$ cat config.mk
export PLATFORM = sky130hd
export DESIGN_NAME = tlcd_responder
export DESIGN_NICKNAME = d
export VERILOG_FILES = /design/src/rtl/tlcd_responder.sv
export SDC_FILE = /design/constraint.sdc
export NUM_CORES = 1
export LEC_CHECK = 0
export CORE_ASPECT_RATIO = 0.9
export CORE_MARGIN = 1.5
export CORE_UTILIZATION = 52
export CTS_BUF_LIST = sky130_fd_sc_hd__clkbuf_16
export DETAILED_ROUTE_END_ITERATION = 10
export GPL_TIMING_DRIVEN = 0
export PLACE_DENSITY = 0.79
export SETUP_SLACK_MARGIN = 0.02
export SLEW_MARGIN = 20
export SYNTH_ARGS = -nofsm -noshare
export SYNTH_HDL_FRONTEND = slang
export SYNTH_SLANG_ARGS = --single-unit
$ cat constraint.sdc
create_clock -name CLK -period 3.13 [get_ports CLK]
set_input_delay 0.939 -clock CLK [delete_from_list [all_inputs] [get_ports CLK]]
set_output_delay 0.939 -clock CLK [all_outputs]
set_load 0.01 [all_outputs]
$ cat src/rtl/tlcd_responder.sv
// HD44780-style 2x16 character-LCD responder: samples the TLCD bus, keeps DDRAM/AC and a busy model.
// Optional build macro TLCD_READ_EN enables RW=1 reads (busy/address and DDRAM read-back).
module tlcd_responder #(
  parameter int unsigned EXEC_CYCLES  = 37,
  parameter int unsigned CLEAR_CYCLES = 1520,
  parameter int unsigned ERR_W        = 8
) (
  input  logic             CLK,
  input  logic             RESETN,
  input  logic             TLCD_E,
  input  logic             TLCD_RS,
  input  logic             TLCD_RW,
  input  logic [7:0]       TLCD_DATA,
  output logic [7:0]       TLCD_DATA_OUT,
  output logic [127:0]     LINE_UPPER,
  output logic [127:0]     LINE_LOWER,
  output logic             BUSY,
  output logic             DISP_ON,
  output logic [ERR_W-1:0] ERR_CNT
);

  localparam int unsigned LINE_CHARS = 40;
  localparam int unsigned DEPTH      = 2 * LINE_CHARS;
  localparam int unsigned VIS_CHARS  = 16;
  localparam int unsigned MAX_CYC    = (CLEAR_CYCLES > EXEC_CYCLES) ? CLEAR_CYCLES : EXEC_CYCLES;
  localparam int unsigned CNT_W      = $clog2(MAX_CYC + 1);
  localparam logic [7:0]  SPACE      = 8'h20;

  logic             e_q;
  logic [6:0]       ac_q, ac_d;
  logic             id_q, id_d;
  logic             disp_q, disp_d;
  logic             busy_q, busy_d;
  logic [CNT_W-1:0] cnt_q, cnt_d;
  logic [ERR_W-1:0] err_q, err_d;
  logic [7:0]       dout_q, dout_d;
  logic [7:0]       ddram_q [DEPTH];
  logic [7:0]       ddram_d [DEPTH];

  logic       strobe;
  logic       viol;
  logic       load_exec;
  logic       load_clear;
  logic       wr_en;
  logic       clr_en;
  logic [6:0] wr_idx;

  // AC walks line 1 (0x00-0x27) and line 2 (0x40-0x67) as one 80-entry ring.
  function automatic logic [6:0] ac_step(input logic [6:0] ac, input logic inc);
    logic [6:0] r;
    if (inc) r = (ac == 7'h27) ? 7'h40 : (ac == 7'h67) ? 7'h00 : ac + 7'd1;
    else     r = (ac == 7'h00) ? 7'h67 : (ac == 7'h40) ? 7'h27 : ac - 7'd1;
    return r;
  endfunction

  function automatic logic [6:0] ddram_idx(input logic [6:0] ac);
    return ac[6] ? (7'(ac[5:0]) + 7'(LINE_CHARS)) : ac;
  endfunction

  function automatic logic addr_valid(input logic [6:0] a);
    return (a < 7'h28) || ((a >= 7'h40) && (a < 7'h68));
  endfunction

  always_comb begin
    strobe     = e_q & ~TLCD_E;
    ac_d       = ac_q;
    id_d       = id_q;
    disp_d     = disp_q;
    err_d      = err_q;
    dout_d     = dout_q;
    cnt_d      = cnt_q;
    viol       = 1'b0;
    load_exec  = 1'b0;
    load_clear = 1'b0;
    wr_en      = 1'b0;
    clr_en     = 1'b0;
    wr_idx     = ddram_idx(ac_q);
    ddram_d    = ddram_q;

    if (cnt_q != '0) cnt_d = cnt_q - CNT_W'(1);

    if (strobe) begin
      if (TLCD_RW) begin
`ifdef TLCD_READ_EN
        if (!TLCD_RS) begin
          dout_d = {busy_q, ac_q};
        end else if (busy_q) begin
          viol = 1'b1;
        end else begin
          dout_d    = ddram_q[ddram_idx(ac_q)];
          ac_d      = ac_step(ac_q, id_q);
          load_exec = 1'b1;
        end
`else
        viol = 1'b1;
`endif
      end else if (busy_q) begin
        viol = 1'b1;
      end else if (TLCD_RS) begin
        wr_en     = 1'b1;
        ac_d      = ac_step(ac_q, id_q);
        load_exec = 1'b1;
      end else if (TLCD_DATA[7]) begin
        if (addr_valid(TLCD_DATA[6:0])) begin
          ac_d      = TLCD_DATA[6:0];
          load_exec = 1'b1;
        end else begin
          viol = 1'b1;
        end
      end else if (TLCD_DATA[6:4] != 3'b000) begin
        // Function set, shift and CGRAM address are accepted but not modelled.
        load_exec = 1'b1;
      end else if (TLCD_DATA[3]) begin
        disp_d    = TLCD_DATA[2];
        load_exec = 1'b1;
      end else if (TLCD_DATA[2]) begin
        id_d      = TLCD_DATA[1];
        load_exec = 1'b1;
      end else if (TLCD_DATA[1]) begin
        ac_d       = 7'h00;
        load_clear = 1'b1;
      end else if (TLCD_DATA[0]) begin
        clr_en     = 1'b1;
        ac_d       = 7'h00;
        id_d       = 1'b1;
        load_clear = 1'b1;
      end else begin
        viol = 1'b1;
      end
    end

    if (load_exec)  cnt_d = CNT_W'(EXEC_CYCLES);
    if (load_clear) cnt_d = CNT_W'(CLEAR_CYCLES);
    busy_d = (cnt_d != '0);

    if (viol && (err_q != '1)) err_d = err_q + ERR_W'(1);

    if (clr_en)     ddram_d = '{default: SPACE};
    else if (wr_en) ddram_d[wr_idx] = TLCD_DATA;
  end

  always_ff @(posedge CLK or negedge RESETN) begin
    if (!RESETN) begin
      e_q     <= 1'b0;
      ac_q    <= 7'h00;
      id_q    <= 1'b1;
      disp_q  <= 1'b0;
      busy_q  <= 1'b0;
      cnt_q   <= '0;
      err_q   <= '0;
      dout_q  <= 8'h00;
      ddram_q <= '{default: SPACE};
    end else begin
      e_q     <= TLCD_E;
      ac_q    <= ac_d;
      id_q    <= id_d;
      disp_q  <= disp_d;
      busy_q  <= busy_d;
      cnt_q   <= cnt_d;
      err_q   <= err_d;
      dout_q  <= dout_d;
      ddram_q <= ddram_d;
    end
  end

  // Visible window: first 16 cells of each line, blanked while the display is off.
  for (genvar g = 0; g < VIS_CHARS; g++) begin : g_win
    assign LINE_UPPER[8*(VIS_CHARS-1-g) +: 8] = disp_q ? ddram_q[g] : SPACE;
    assign LINE_LOWER[8*(VIS_CHARS-1-g) +: 8] = disp_q ? ddram_q[LINE_CHARS + g] : SPACE;
  end

  assign TLCD_DATA_OUT = dout_q;
  assign BUSY          = busy_q;
  assign DISP_ON       = disp_q;
  assign ERR_CNT       = err_q;

endmodule

# Yosys cells after proc, flatten, opt, wreduce, memory -nomap -nowiden
# Cells that the tools add are included.
# totals
reg_bits	670
elab_cells	229
input_bits	13
# classes
n_bitwise	9
magnitude_cmp	5
n_reduce_logical	14
n_addsub	5
n_eq_ne	9
mux	100
# ops
op	n
2-to-1 mux 640 bit	2
bitwise mux 640 bit	1
2-to-1 mux 8 bit	33
2-to-1 mux 7 bit	14
demux 8 bit (select 7 bit)	1
2-to-1 mux 1 bit	46
2-to-1 mux 11 bit	3
nonzero test 11 bit	2
equality test 7 bit (second input constant)	2
subtractor 11 x 1 -> 11 bit (second input constant)	1
inequality test 3 x 2 -> 1 bit (second input constant)	3
AND reduction 9 bit	1
adder 8 x 1 -> 8 bit (second input constant)	1
>= comparator 8 bit (second input constant)	1
< comparator 8 x 1 -> 1 bit (second input constant)	1
inequality test 8 bit (second input constant)	1
NOT 7 -> 8 bit	1
AND reduction 8 bit	1
adder 6 x 6 -> 7 bit (second input constant)	1
adder 7 x 1 -> 7 bit (second input constant)	1
equality test 7 x 6 -> 1 bit (second input constant)	1
>= comparator 7 bit (second input constant)	1
logical NOT 7 bit	1
< comparator 7 x 6 -> 1 bit (second input constant)	1
12 further kinds	21

# Longest topological paths before layout
# depth
ltp_word	12
ltp_mapped	10
ltp_nobuf	7

# Worst setup path before layout
# Ideal clock, no wire load.
# synth_path
path_kind	register to register
from	register ac_q[3]
to	register ddram_q[558] (netlist name)
n_path_buf	3
required_ps	3002
t_arrival_ps	2413
synth_period_minus_slack_ps	2540
path_stages_with_launch	10
setup_slack_ps	590
setup_ps	128
cell_sequence	dfrtp_1 buf_2 buf_1 inv_1 ha_1 nor4bb_1 o2111ai_1 nor2_1 buf_2 o21ai_0
# synth_between
elab_chain_cells	10
word_cells_on_any_way	11
# synth_rtl
element	line	rtl
start: declaration	30	logic [6:0] ac_q, ac_d;
start signal: assignment	145	ac_q <= 7'h00;
start signal: assignment	155	ac_q <= ac_d;
adder 6 x 6 -> 7 bit	57	return ac[6] ? (7'(ac[5:0]) + 7'(LINE_CHARS)) : ac;
2-to-1 mux 7 bit (*)	57	
NOT 7 -> 8 bit (not written as such) (*)	139	else if (wr_en) ddram_d[wr_idx] = TLCD_DATA;
>= comparator 8 bit (not written as such) / < comparator 8 x 1 -> 1 bit (equally long branches)	139	
logical AND 1 bit (not written as such)	139	
2-to-1 mux 8 bit (not written as such)	139	
demux 8 bit (select 7 bit) (*)	139	
bitwise mux 640 bit (*)	139	
2-to-1 mux 640 bit (*)	139	
2-to-1 mux 640 bit (*)	138	if (clr_en) ddram_d = '{default: SPACE};
end signal: assignment	162	ddram_q <= ddram_d;
end: declaration	37	logic [7:0] ddram_q [DEPTH];
# Mark *: on every way between the ends. The rest lies on a longest branch, timed or not. The select of a mux whose other input is x is not followed.
# A chain may end at the register's enable or synchronous reset.

# Final worst setup path
# layout_path
from	register disp_q, in the netlist DISP_ON
to	output LINE_LOWER[80]
# layout_between
elab_chain_cells	1
# layout_rtl
element	line	rtl
start: declaration	32	logic disp_q, disp_d;
start signal: assignment	157	disp_q <= disp_d;
2-to-1 mux 8 bit	169	assign LINE_LOWER[8*(VIS_CHARS-1-g) +: 8] = disp_q ? ddram_q[LINE_CHARS + g] : SPACE;
end: declaration	16	output logic [127:0] LINE_LOWER,
# Every way passes these cells.

==> impl_metrics.yaml <==
sta:
  final_max_tran_viols: 0
  unrepaired_setup_endpoints_after_global_routing: "yes"
  layout_worst_path_cycle_share_pct: 100.2
  maxSlewHeadroom_pct: 39.86
  report.final.setup_viol: 1
  post-route-worst-setup-slack_ns: -0.007789
  finalWorstPathRequiredPeriod_ns: 3.138
  worst_clock_skew_ns: 0.01677
  finalHoldViolations: 0
  fmax_ghz: 0.3187
  setup_tns_ns: -0.007789
  tightest_slew_ns: 0.9021
synthesis:
  postSynthRegisterBits: 286
  post_synth.cell_area_avg_um2: 8.806
  post_synth_instance_area_um2: 14390
  combinational_family_with_the_most_area_after_synthesis: "simple AND/OR/NAND/NOR gates"
  fraction_of_the_mapped_netlist_area_in_compound_gates_pct: 9.374
  ys_warn_count: 0
  synth_seq_area_share_pct: 50.03
  async_reset_ff_share_pct: 100.0
  synthMuxAreaShare_pct: 4.887
  synth_edf_count: 0
  gate_count_after_technology_mapping: 1634
  primary_ff_master_synth: "sky130_fd_sc_hd__dfrtp_1"
  yosys.area_share.xor_xnor_pct: 0.9130
  synth_simple_gate_area_share_pct: 29.31
  share_of_synthesized_cell_area_in_full_adder_half_adder_and_majority_cells_pct: 0.6087
  synthDistinctLibCells: 68
route:
  detail-route-antenna-nets: 0
  vias_per_cell: 5.682
  detailedRoute.firstIterationViolations: 1261
  route.detailed.drc: 0
  drt_first_pass_iters: 6
  drt-total-wl_um: 49550
  num_vias: 13220
  drt-wirelength-per-cell_um: 21.30
clock_network:
  cts_tree: "yes"
  clock_tree.buffer_depth: 3
  tritoncts.num_buffers: 29
  clkSlewWorstSetupHoldPaths_ns: 0.06
  clock-sinks: 286
  cts_hold_repair.buffers: 0
  clk_root_buffer_cell: "sky130_fd_sc_hd__clkbuf_16"
  cts.htree.levels: 1
  worstSkewPairLatency_ns: 0.55
grt:
  grt_start_max_net_pins: 94
  global_route_wire_length_before_repair_um: 75300
  grtUsageTotal_pct: 34.63
  first_global_vias: 12830
  grt_overflow_total: 0
  antenna_found_initial: 5
placed_design:
  place.port_buffers: 273
  detailedPlacementHpwl_um: 35170
  numPlacedInstances: 2271
  gp_congestion: 0.9096
  place_ws_ns: -0.5386
floorplanning:
  start_util_pct: 53.09
  dieHeight_um: 160.8
  die_area_um2: 28680
  rows: 57
  die_w_um: 178.3
  io_pins: 287
  core_ar_um2: 27100
finish:
  finish.cell_count_without_fillers: 2326
  synthToLayoutAreaGrowth_pct: 33.09
  drive_gt1_share_pct: 11.97
  n_antenna_cell: 0
  final_nets: 1972
outcome:
  run_status: "finished, violations left"
  violations: "setup timing"
worst_setup_path:
  crit_arrival_ns: 2.20
  criticalPathCategory: "reg2out"
  cp-end-kind: "primary output"
  start_kind: "register"
  worstPathMaxFanout: 10
  data_required_time_of_the_critical_path_ns: 2.19
worst_hold_path:
  hp-class: "in2async"
power_and_ir_drop:
  total_leakage_power_nw: 8.393
  power.density_cell_area_nw_per_um2: 404.5
  irDropWorstVdd_uv: 372.9
job:
  timing.max_cap.violations: 0
## flip-flops by register name, indices dropped and copies added, names as in the netlist
signal and flops:
ddram_q 256, ac_q 7, cnt_q 11, id_q 1, DISP_ON 1, BUSY 1, e_q 1, ERR_CNT 8
## metrics by stage
step	area, um^2	util [%]	power (mW)	hold WS (ns)
floorplan	14420	-	3.986	0.4782
global placement	17590	64.91	4.202	0.4852
detailed placement	17680	65.23	4.226	0.4880
CTS	18940	69.90	7.756	0.3234
global route	19150	70.66	7.933	0.3444
finish	19150	70.66	7.746	0.3101
## timing repair
action / 4_1_cts / 5_1_grt
hold endpoints to repair: 0 / 0
buffers inserted: 0 / 4
pin swaps: 0 / 2
setup endpoints to repair: 323 / 292
resized for setup: 88 / 45
## critical path, cell delays in order (launching register included)
cell,delay [ns]
sky130_fd_sc_hd__dfrtp_2,0.45
sky130_fd_sc_hd__clkbuf_8,0.23
sky130_fd_sc_hd__clkbuf_8,0.20
sky130_fd_sc_hd__and2_1,0.21
sky130_fd_sc_hd__clkdlybuf4s50_1,0.55
## where the power goes
| group | total, mW | switching [mW] | internal, mW |
|---|---|---|---|
| combinational | 0.372 | 0.235 | 0.136 |
| sequential | 3.79 | 0.0547 | 3.73 |
| clock | 3.59 | 1.50 | 2.09 |
## cell usage after synthesis, types with 2 or more instances
cell                       instances  area, um^2
sky130_fd_sc_hd__nor3_2           22       220.2
sky130_fd_sc_hd__o21ai_1          18       90.09
sky130_fd_sc_hd__nand3b_1          2       15.01
sky130_fd_sc_hd__a22oi_1           2       15.01
sky130_fd_sc_hd__or2_2             3       18.77
sky130_fd_sc_hd__and3_1            8       50.05
sky130_fd_sc_hd__a21o_1            2       15.01
sky130_fd_sc_hd__a211o_1           2       17.52
sky130_fd_sc_hd__o31ai_2           2       25.02
sky130_fd_sc_hd__nand3_1          15       75.07
sky130_fd_sc_hd__a311oi_1          2       17.52
sky130_fd_sc_hd__nor2_1           65       244.0
sky130_fd_sc_hd__o211ai_1          2       15.01
sky130_fd_sc_hd__nor4bb_1          3       30.03
sky130_fd_sc_hd__nand2b_1         36       225.2
sky130_fd_sc_hd__buf_4             9       67.56
sky130_fd_sc_hd__xor2_1            3       26.28
sky130_fd_sc_hd__o41ai_1           2       17.52
sky130_fd_sc_hd__nor3b_1           2       15.01
sky130_fd_sc_hd__buf_2            59       295.3
sky130_fd_sc_hd__nand2_1         435        1633
sky130_fd_sc_hd__nor4_1            3       18.77
sky130_fd_sc_hd__nand4_1           6       37.54
sky130_fd_sc_hd__a41oi_1           2       17.52
sky130_fd_sc_hd__o311ai_0          2       17.52
sky130_fd_sc_hd__xnor2_1          12       105.1
sky130_fd_sc_hd__mux2i_1          68       680.7
sky130_fd_sc_hd__o21ai_0         185       925.9
sky130_fd_sc_hd__clkbuf_1         72       270.3
sky130_fd_sc_hd__and4_1            2       17.52
sky130_fd_sc_hd__inv_1            11       41.29
sky130_fd_sc_hd__a221oi_1          2       17.52
sky130_fd_sc_hd__dfstp_2          33       867.1
sky130_fd_sc_hd__nor3_1            9       45.04
sky130_fd_sc_hd__a21oi_1           8       40.04
sky130_fd_sc_hd__and4b_1           2       20.02
sky130_fd_sc_hd__a211oi_1          2       15.01
sky130_fd_sc_hd__ha_1              7       87.58
sky130_fd_sc_hd__mux2_2            2       22.52
sky130_fd_sc_hd__and2_1          228        1426
sky130_fd_sc_hd__dfrtp_1         253        6331
sky130_fd_sc_hd__nor2b_1           2       12.51
sky130_fd_sc_hd__buf_1             4       15.01
## path summary, 6_finish.rpt
check                                             from  slack (ns)  cells after the start                  endpoint
worst max-delay path               DISP_ON$_DFFE_PN0P_      -0.008                      4            LINE_LOWER[80]
worst min-delay path                            RESETN        0.31                      1  ddram_q[528]$_DFFE_PN0P_
worst max register to register     ac_q[3]$_DFFE_PN0P_        0.12                      9  ddram_q[207]$_DFFE_PN0P_
worst min register to register  ERR_CNT[5]$_DFFE_PN0P_        0.50                      1    ERR_CNT[5]$_DFFE_PN0P_
max in group asynchronous                       RESETN        1.70                      3  ddram_q[605]$_DFFE_PN1P_
min in group CLK                ERR_CNT[5]$_DFFE_PN0P_        0.50                      1    ERR_CNT[5]$_DFFE_PN0P_
## cells in the final DEF, fill, tap and decap left out, types with 20 or more instances in the layout
cell	instances
sky130_fd_sc_hd__mux2i_1	68
sky130_fd_sc_hd__dfrtp_1	252
sky130_fd_sc_hd__nand2b_1	36
sky130_fd_sc_hd__buf_2	59
sky130_fd_sc_hd__clkdlybuf4s50_1	257
sky130_fd_sc_hd__and2_1	226
sky130_fd_sc_hd__clkbuf_16	32
sky130_fd_sc_hd__dfstp_2	33
sky130_fd_sc_hd__clkbuf_8	20
sky130_fd_sc_hd__nand2_1	435
sky130_fd_sc_hd__clkbuf_1	44
sky130_fd_sc_hd__nor2_1	57
sky130_fd_sc_hd__o21ai_0	185
## metal layers
metal / global-route usage (%) / routed length, um / vias to the layer above
li1: - / - / 5922
met1: 49.14 / 21070 / 6513
met2: 52.78 / 22070 / 654
met3: 5.682 / 4312 / 127
met4: 14.39 / 2090 / 0
met5: 0 / 0 / -
## final cells by class
type	instances	area, um^2
Tap cell	354	442.9
Clock inverter	22	230.2
Multi-Input combinational cell	1198	6674
Buffer	145	935.9
Sequential cell	286	7199
Clock buffer	29	725.7
Fill cell	2044	7951
Timing Repair Buffer	280	2897
Inverter	12	45.04
## logic make-up after synthesis
| kind of cell | count (synthesis) |
|---|---|
| AO/OA/AOI/OAI | 244 |
| adder cells (fa/ha/maj) | 7 |
| flip-flops | 286 |
| multiplexers | 70 |
| other | 1 |
| buffers and inverters | 157 |
| AND/OR/NAND/NOR | 854 |
| XOR/XNOR | 15 |
No activity file was read; power rests on OpenSTA's default activity.
